==> config.mk <==
export PLATFORM = sky130hd
export DESIGN_NAME = robot_cmd_arbiter
export DESIGN_NICKNAME = d
export VERILOG_FILES = /design/src/rtl/pcr_cmd_pkg.sv /design/src/rtl/btn_edge_detect.sv /design/src/rtl/robot_cmd_arbiter.sv
export SDC_FILE = /design/constraint.sdc
export NUM_CORES = 1
export LEC_CHECK = 0
export CAP_MARGIN = 30
export CORE_MARGIN = 2
export CORE_UTILIZATION = 47
export DETAILED_ROUTE_END_ITERATION = 7
export PLACE_DENSITY = 0.73
export REMOVE_ABC_BUFFERS = 1
export SETUP_SLACK_MARGIN = 0.2
export SYNTH_ARGS = -nofsm -noshare
export SYNTH_HDL_FRONTEND = slang
export SYNTH_SLANG_ARGS = --single-unit
==> constraint.sdc <==
create_clock -name clk -period 2.7 [get_ports clk]
set_clock_uncertainty 0.15 [all_clocks]
set_input_delay 0.81 -clock clk [delete_from_list [all_inputs] [get_ports clk]]
set_output_delay 0.81 -clock clk [all_outputs]
set_load 0.01 [all_outputs]
==> src/rtl/pcr_cmd_pkg.sv <==
// Shared types for the pipe-cleaning robot command path: drive codes, gamepad
// bit positions, arbiter states and mode encoding.
package pcr_cmd_pkg;

    typedef enum logic [2:0] {
        CMD_STOP  = 3'd0,
        CMD_FWD   = 3'd1,
        CMD_BACK  = 3'd2,
        CMD_LEFT  = 3'd3,
        CMD_RIGHT = 3'd4,
        CMD_CLEAN = 3'd5,
        CMD_RSVD6 = 3'd6,
        CMD_RSVD7 = 3'd7
    } drive_cmd_e;

    localparam int unsigned BTN_UP    = 0;
    localparam int unsigned BTN_DOWN  = 1;
    localparam int unsigned BTN_LEFT  = 2;
    localparam int unsigned BTN_RIGHT = 3;
    localparam int unsigned BTN_A     = 4;
    localparam int unsigned BTN_B     = 5;
    localparam int unsigned BTN_C     = 6;
    localparam int unsigned BTN_X     = 7;
    localparam int unsigned BTN_Y     = 8;
    localparam int unsigned BTN_Z     = 9;
    localparam int unsigned BTN_START = 10;

    typedef enum logic [2:0] {
        ST_IDLE     = 3'd0,
        ST_ISSUE    = 3'd1,
        ST_BUSY     = 3'd2,
        ST_COOLDOWN = 3'd3,
        ST_FAULT    = 3'd4
    } arb_state_e;

    typedef enum logic {
        MODE_MANUAL = 1'b0,
        MODE_AUTO   = 1'b1
    } mode_e;

    typedef struct packed {
        logic       valid;
        drive_cmd_e cmd;
    } drive_req_t;

    // Level decode of the direction pad and A button into a drive request.
    function automatic drive_req_t manual_decode(input logic [4:0] b);
        drive_req_t r;
        r.valid = 1'b1;
        r.cmd   = CMD_STOP;
        case (b[3:0])
            4'b0001: r.cmd = CMD_FWD;
            4'b0010: r.cmd = CMD_BACK;
            4'b0100: r.cmd = CMD_LEFT;
            4'b1000: r.cmd = CMD_RIGHT;
            4'b0000: begin
                r.valid = b[BTN_A];
                r.cmd   = CMD_CLEAN;
            end
            default: r.valid = 1'b0;
        endcase
        return r;
    endfunction

    // Auto codes that actually move the actuator; STOP and reserved are dropped.
    function automatic logic auto_cmd_ok(input logic [2:0] c);
        return (c >= 3'(CMD_FWD)) && (c <= 3'(CMD_CLEAN));
    endfunction

endpackage

==> src/rtl/btn_edge_detect.sv <==
// Registers a gamepad vector once and reports which bits rose this cycle.
module btn_edge_detect #(
    parameter int unsigned W = 11
) (
    input  logic         clk,
    input  logic         reset,
    input  logic [W-1:0] buttons,
    output logic [W-1:0] rise_c
);

    logic [W-1:0] prev;

    always_ff @(posedge clk or posedge reset) begin
        if (reset) prev <= '0;
        else       prev <= buttons;
    end

    assign rise_c = buttons & ~prev;

endmodule

==> src/rtl/robot_cmd_arbiter.sv <==
// Arbitrates the robot's drive/brush actuator between gamepad and autonomous sequencer.
// Optional feature macro: MANUAL_OVERRIDE_EN (direction pad pre-empts auto mode in IDLE).
module robot_cmd_arbiter
    import pcr_cmd_pkg::*;
#(
    parameter int unsigned TIMEOUT_CYCLES  = 1000,
    parameter int unsigned COOLDOWN_CYCLES = 4,
    parameter int unsigned BTN_W           = 11
) (
    input  logic             clk,
    input  logic             reset,
    input  logic [BTN_W-1:0] buttons,
    input  logic             auto_req_valid,
    input  logic [2:0]       auto_req_cmd,
    output logic             auto_req_ready,
    output logic             drive_cmd_valid,
    output logic [2:0]       drive_cmd,
    input  logic             drive_ready,
    input  logic             drive_done,
    output logic             mode,
    output logic             grant_src,
    output logic             busy,
    output logic             fault
);

    localparam int unsigned TMR_W = $clog2(TIMEOUT_CYCLES + 1);
    localparam int unsigned CD_W  = $clog2(COOLDOWN_CYCLES + 1);

    arb_state_e       state;
    logic             pending_toggle;
    logic [TMR_W-1:0] timer;
    logic [CD_W-1:0]  cd_cnt;
    logic [BTN_W-1:0] rise;
    drive_req_t       man_req;
    logic             override_c;
    logic             unused_bits;

    btn_edge_detect #(.W(BTN_W)) u_edge (
        .clk     (clk),
        .reset   (reset),
        .buttons (buttons),
        .rise_c  (rise)
    );

    assign man_req     = manual_decode(buttons[4:0]);
    assign unused_bits = ^{buttons, rise};

`ifdef MANUAL_OVERRIDE_EN
    assign override_c = (state == ST_IDLE) && (mode == MODE_AUTO) && (|buttons[3:0]);
`else
    assign override_c = 1'b0;
`endif

    // Auto handshake is only offered while idling in auto mode with no toggle queued.
    assign auto_req_ready = (state == ST_IDLE) && (mode == MODE_AUTO) && !pending_toggle
                            && !override_c && auto_req_valid;

    always_ff @(posedge clk or posedge reset) begin
        if (reset) begin
            state           <= ST_IDLE;
            pending_toggle  <= 1'b0;
            timer           <= '0;
            cd_cnt          <= '0;
            drive_cmd_valid <= 1'b0;
            drive_cmd       <= 3'd0;
            mode            <= MODE_MANUAL;
            grant_src       <= 1'b0;
            busy            <= 1'b0;
            fault           <= 1'b0;
        end else begin
            // Start rises queue one toggle; later branches clear it when consumed.
            if (rise[BTN_START] && (state != ST_FAULT)) pending_toggle <= 1'b1;

            case (state)
                ST_IDLE: begin
                    if (override_c) begin
                        mode           <= MODE_MANUAL;
                        pending_toggle <= 1'b0;
                    end else if (pending_toggle) begin
                        mode           <= ~mode;
                        pending_toggle <= 1'b0;
                    end else if ((mode == MODE_MANUAL) && man_req.valid) begin
                        drive_cmd       <= man_req.cmd;
                        grant_src       <= 1'b0;
                        drive_cmd_valid <= 1'b1;
                        busy            <= 1'b1;
                        state           <= ST_ISSUE;
                    end else if (auto_req_ready && auto_cmd_ok(auto_req_cmd)) begin
                        drive_cmd       <= auto_req_cmd;
                        grant_src       <= 1'b1;
                        drive_cmd_valid <= 1'b1;
                        busy            <= 1'b1;
                        state           <= ST_ISSUE;
                    end
                end
                ST_ISSUE: begin
                    if (drive_ready) begin
                        drive_cmd_valid <= 1'b0;
                        timer           <= '0;
                        state           <= ST_BUSY;
                    end
                end
                ST_BUSY: begin
                    if (drive_done) begin
                        cd_cnt <= '0;
                        state  <= ST_COOLDOWN;
                    end else if (timer == TMR_W'(TIMEOUT_CYCLES - 1)) begin
                        fault <= 1'b1;
                        state <= ST_FAULT;
                    end else begin
                        timer <= timer + TMR_W'(1);
                    end
                end
                ST_COOLDOWN: begin
                    if (cd_cnt == CD_W'(COOLDOWN_CYCLES - 1)) begin
                        busy  <= 1'b0;
                        state <= ST_IDLE;
                    end else begin
                        cd_cnt <= cd_cnt + CD_W'(1);
                    end
                end
                ST_FAULT: begin
                    if (rise[BTN_C]) begin
                        fault          <= 1'b0;
                        busy           <= 1'b0;
                        mode           <= MODE_MANUAL;
                        pending_toggle <= 1'b0;
                        state          <= ST_IDLE;
                    end
                end
                default: begin
                    state <= ST_IDLE;
                end
            endcase
        end
    end

endmodule

==> flow_summary.toml, run 1 <==
[setup_path]
required_ps = 1740
worstPathCellList = "or4_4 -> nor2_2 -> buf_2"
slowest_stage = "or4_4"
critPathTopFamily = "simple AND/OR/NAND/NOR gates"
startpoint_type = "flip-flop"
cpPeakStageDelay_ps = 540
end_kind = "output port"
path_class = "reg -> out"
arrival_ps = 1540
cp_max_fo = 2
crit_buf_inv = 1

[timing]
final-setup-viol-count = 0
rsz0062_at_grt = "true"
worst_pin_slew_ps = 676
slew_viol_final = 0
fmax_ghz = 0.400
hold_violations = 0
min_period_over_period_pct = 92.7
min_period_ps = 2500
slew_headroom_pct = 54.6

[drt]
wirelength_um = 3680
ant_nets = 0
via_count = 1468
firstDrtPassIters = 4
vias_per_cell = 5.71
drc = 0
wl_per_cell_um = 14.3
drtIter0Drc = 73

[grt]
grt_antenna_before_repair = 0
grt_max_degree = 28
grt.overflow.total = 0
first_global_vias = 1500
grt_pass1_wl_um = 6380
grt_use_total_pct = 19.8

[synthesis]
ys_warn_count = 0
ys_seq_area_share_pct = 41.6
synthCells = 170
synth_cell_types = 48
postSynthAreaPerCell_um2 = 9.55
yosys_register_bits = 27
syn_area_um2 = 1620

[power_and_ir_drop]
p_leak_nw = 0.865
irDropWorstVdd_uv = 350
p_per_area_nw_per_um2 = 749
p_total_mw = 1.55

[die]
io_pins = 28
die_x_um = 62.8
fp-row-count = 21
die_y_um = 62.8
die-area_um2 = 3940
start_util_pct = 48.7
coreArea_um2 = 3340

[clock_network]
clkLatencyLatePin_ps = 320
clock-root-buffer = "clkbuf_4"
numCtsBuffers = 3
clkTransAtPathRegs_ps = 140
cts.hold.buffers_added = 0
clock_path_buffers = 2
cts_sinks = 27
cts_tree = "yes"
htree_levels = 1

[final_layout]
layout_common_cells = "dfrtp_1, buf_4, clkdlybuf4s50_1, nor2_1"
drive_gt1_share_pct = 18.5
area_growth_pct = 27.3
nFillCells = 301
multi_input_area_um2 = 878
final_cell_area_um2 = 2070
final_common_cell = "dfrtp_1"
final_nets = 234
regArea_um2 = 676
diodes = 0

[job]
cap_viol_max_count = 0

[run_status]
run_status = "completed"

[place]
port_buffers = 23
place_area_um2 = 2010
place_hpwl_um = 2610
place.gp.congestion = 0.855

[min_path]
hp-class = "reg -> reg"
sequential cells by signal, indices dropped and copies added, names as in the netlist, 2 cells and up:
register / cells
timer: 10
cd_cnt: 3
drive_cmd: 3
state: 3
u_edge.prev: 2
path summary, 6_finish.rpt:
path	startpoint	cells past startpoint	end	slack (ps)
max	state[2]$_DFFE_PP0P_	3	auto_req_ready	200
min	drive_cmd_valid$_DFFE_PP0P_	2	drive_cmd_valid$_DFFE_PP0P_	360
max reg2reg	state[2]$_DFFE_PP0P_	5	drive_cmd[0]$_DFFE_PP0P_	430
min reg2reg	drive_cmd_valid$_DFFE_PP0P_	2	drive_cmd_valid$_DFFE_PP0P_	360
max in group asynchronous	reset	3	timer[2]$_DFFE_PP0P_	1450
min in group asynchronous	reset	3	grant_src$_DFFE_PP0P_	680
where the power goes:
group	internal [mW]	total, mW	switching [mW]	leakage (nW)
combinational	0.391	0.800	0.409	0.504
clock	0.0578	0.175	0.118	0.0150
sequential	0.500	0.574	0.0739	0.346
stage by stage:
step                util (%)  setup WS, ps  hold WS [ps]  setup TNS (ps)  cells
floorplan                  -         -23.1           317           -23.1    162
global placement        60.3          -206           333            -626    250
detailed placement      60.3          -257           331           -1060    250
CTS                     61.6           202           364               0    257
global route            62.0           135           396               0    257
finish                  62.0           198           356               0    257
synth_stat cells, drive strengths merged:
cell type | n | area (um2)
inv | 11 | 41.3
or3b | 2 | 17.5
xnor2 | 7 | 61.3
clkbuf | 4 | 15.0
a22oi | 1 | 7.51
or4 | 3 | 26.3
a211oi | 2 | 15.0
xor2 | 1 | 8.76
ha | 3 | 37.5
o21ai | 13 | 65.1
nand2b | 3 | 18.8
a41o | 1 | 10.0
a31oi | 3 | 18.8
dfrtp | 27 | 676
o221ai | 2 | 17.5
o211ai | 1 | 7.51
nand4bb | 2 | 22.5
a21oi | 10 | 50.1
nor4b | 1 | 15.0
nor2b | 1 | 6.26
buf | 4 | 26.3
or3 | 1 | 6.26
nor2 | 15 | 56.3
nor4 | 4 | 37.5
a32o | 2 | 20.0
nand4b | 1 | 8.76
a2111oi | 3 | 70.1
a211o | 4 | 35.0
nand2 | 11 | 41.3
or4b | 2 | 23.8
o2111ai | 1 | 8.76
nand4 | 1 | 6.26
nand3b | 2 | 15.0
o41ai | 1 | 8.76
o31ai | 3 | 22.5
and3 | 1 | 6.26
nor3b | 1 | 7.51
nor4bb | 1 | 10.0
o2bb2ai | 1 | 8.76
or2 | 2 | 12.5
nor3 | 2 | 10.0
nand3 | 9 | 45.0
per-layer routing:
metal | GRT usage (%) | share of wire [%]
met1 | 24.7 | 45
met2 | 34.8 | 51
met3 | 2.34 | 2.9
met4 | 7.78 | 1.6
met5 | 0 | 0
tightest hold or removal path: stages (launching register included):
cell and delay (ps):
dfrtp_1 370, nand2_1 50, o21ai_1 60
repair_timing:
action	in CTS	in global routing
setup endpoints to repair	1	7
pin swaps	2	0
resized for setup	5	3
hold endpoints to repair	0	0
setup buffers	3	0
cell type report:
type	count	share of cell area [%]
Inverter	11	2.00
Clock buffer	4	1.27
Tap cell	46	2.78
Multi-Input combinational cell	124	42.5
Timing Repair Buffer	45	18.8
Sequential cell	27	32.7
cells by family (layout without fill, tap and decap cells):
logic type,Yosys count,in the layout,synth area share [%]
fa+ha+maj,3,3,2.31
flops,27,27,41.6
compound gates,48,48,22.5
simple gates,65,65,24.2
buf+inv,19,60,5.08
xor+xnor,8,8,4.31
No activity file was read; power rests on OpenSTA's default activity.
==> run 2: changes to the inputs <==
CORE_MARGIN = unset   (was 2)
==> flow_summary.toml, run 2 (synthesis gave the netlist of run 1 again) <==
[run_status]
run_status = "completed"

[min_path]
hp-class = "reg -> reg"

[place]
place_hpwl_um = 2770
place.gp.congestion = 0.799
placed_cells = 248
post-place-ws_ps = -231
port_buffers = 23

[power_and_ir_drop]
seq_power_share_pct = 37.2
p_int_uw = 945
swShare_pct = 38.8
p_leak_nw = 0.860
p_comb_share_pct = 51.3
p_switching_uw = 599
p_per_area_nw_per_um2 = 750
p_total_mw = 1.54
power.share.clock_pct = 11.5
irDropWorstVdd_uv = 442

[drt]
firstDrtPassIters = 4
wl_per_cell_um = 14.3
drtIter0Drc = 85
via_count = 1432
wirelength_um = 3640
ant_nets = 0
drc = 0
vias_per_cell = 5.64

[grt]
grt_antenna_before_repair = 0
first_global_vias = 1419
grt.overflow.total = 0
grt_max_degree = 25
grt_use_total_pct = 22.3
grt_pass1_wl_um = 6190

[die]
die_x_um = 60.8
fp-row-count = 20
die_y_um = 60.8
coreArea_um2 = 3150
start_util_pct = 51.5
die-area_um2 = 3690
io_pins = 28

[final_layout]
diodes = 0
final_nets = 233
postLayoutCoreUtil_pct = 65.3
top_register = "timer"
largest_register_ffs = 10
final_common_cell = "dfrtp_1"
nFillCells = 284
final_cells = 254
area_growth_pct = 26.7
layout_common_cells = "dfrtp_1, clkdlybuf4s50_1, buf_4, nor2_1"
drive_gt1_share_pct = 17.6

[timing]
slew_viol_final = 0
rsz0062_at_grt = "true"
final-setup-viol-count = 0
min_period_over_period_pct = 91.0
fin_ws_ps = 242
fmax_ghz = 0.407
worst_pin_slew_ps = 648
hold_violations = 0
min_period_ps = 2460
slew_headroom_pct = 56.4

[clock_network]
numCtsBuffers = 3
clkTransAtPathRegs_ps = 140
clock-root-buffer = "clkbuf_4"
htree_levels = 1
clock_path_buffers = 2
cts.hold.buffers_added = 0
cts_tree = "yes"
clkLatencyLatePin_ps = 330
cts_sinks = 27

[setup_path]
end_kind = "output port"
path_class = "reg -> out"
required_ps = 1740
startpoint_type = "flip-flop"
arrival_ps = 1500
cp_max_fo = 2

[job]
cap_viol_max_count = 0
run 2: cell count changes in the layout (fill, tap and decap cells not counted):
cell      change
buf_4         -1
nor2_1        +1
nor2_2        -1
nor4bb_1      -1
nor4bb_2      +1
or4b_1        +1
or4b_4        -1
run 2: area by class of cell:
cell class | count | area [um2] | share of cell area, %
multi-input combinational | 124 | 878 | 42.7
sequential | 27 | 676 | 32.8
timing repair buffer | 44 | 382 | 18.5
tap | 44 | 55.1 | 2.67
inverter | 11 | 41.3 | 2.01
clock buffer | 4 | 26.3 | 1.28
run 2: path summary, 6_finish.rpt:
| path | cells past startpoint | to | startpoint | slack (ps) |
|---|---|---|---|---|
| worst min-delay path | 1 | cd_cnt[0]$_DFFE_PP0P_ | cd_cnt[0]$_DFFE_PP0P_ | 370 |
| worst min register to register | 1 | cd_cnt[0]$_DFFE_PP0P_ | cd_cnt[0]$_DFFE_PP0P_ | 370 |
| worst max-delay path | 3 | auto_req_ready | state[2]$_DFFE_PP0P_ | 240 |
| min in group asynchronous | 2 | grant_src$_DFFE_PP0P_ | reset | 480 |
| max in group asynchronous | 3 | timer[9]$_DFFE_PP0P_ | reset | 1380 |
| worst max register to register | 5 | drive_cmd[1]$_DFFE_PP0P_ | state[2]$_DFFE_PP0P_ | 410 |
run 2: metal layers:
layer  global-route usage, %  share of wire, %  wire length (um)  up-vias
met5                       0                 0                 0        -
met3                    2.56               2.6                95        4
met2                    39.7                51              1850       24
met4                    5.52              0.69                25        0
li1                        -                 -                 -      714
met1                    28.7                46              1670      690
run 2: through the flow:
stage | area [um2] | hold WS, ps | setup TNS, ps
CTS | 2050 | 373 | 0
finish | 2060 | 367 | 0
detailed placement | 2010 | 341 | -1230
global placement | 2010 | 333 | -925
global route | 2060 | 411 | 0
floorplan | 1580 | 317 | -23.1
run 2: worst max-delay path: stages (launching register included):
cell and delay (ps):
dfrtp_1 410, or4_4 540, nor2_1 90, buf_2 130
run 2: what timing repair did:
action | CTS | global route
gates cloned | 0 | 0
resized for setup | 5 | 2
pin swaps | 2 | 0
setup buffers | 2 | 0
endpoints found under the hold margin | 0 | 0
endpoints found under the setup margin | 1 | 8
run 2: power groups by stage:
stage               sequential (mW)  clock, mW  combinational (mW)
floorplan                     0.628          0               0.413
global placement              0.574          0               0.745
detailed placement            0.583          0               0.775
CTS                           0.574      0.186               0.789
global route                  0.584      0.202               0.887
finish                        0.574      0.177               0.792
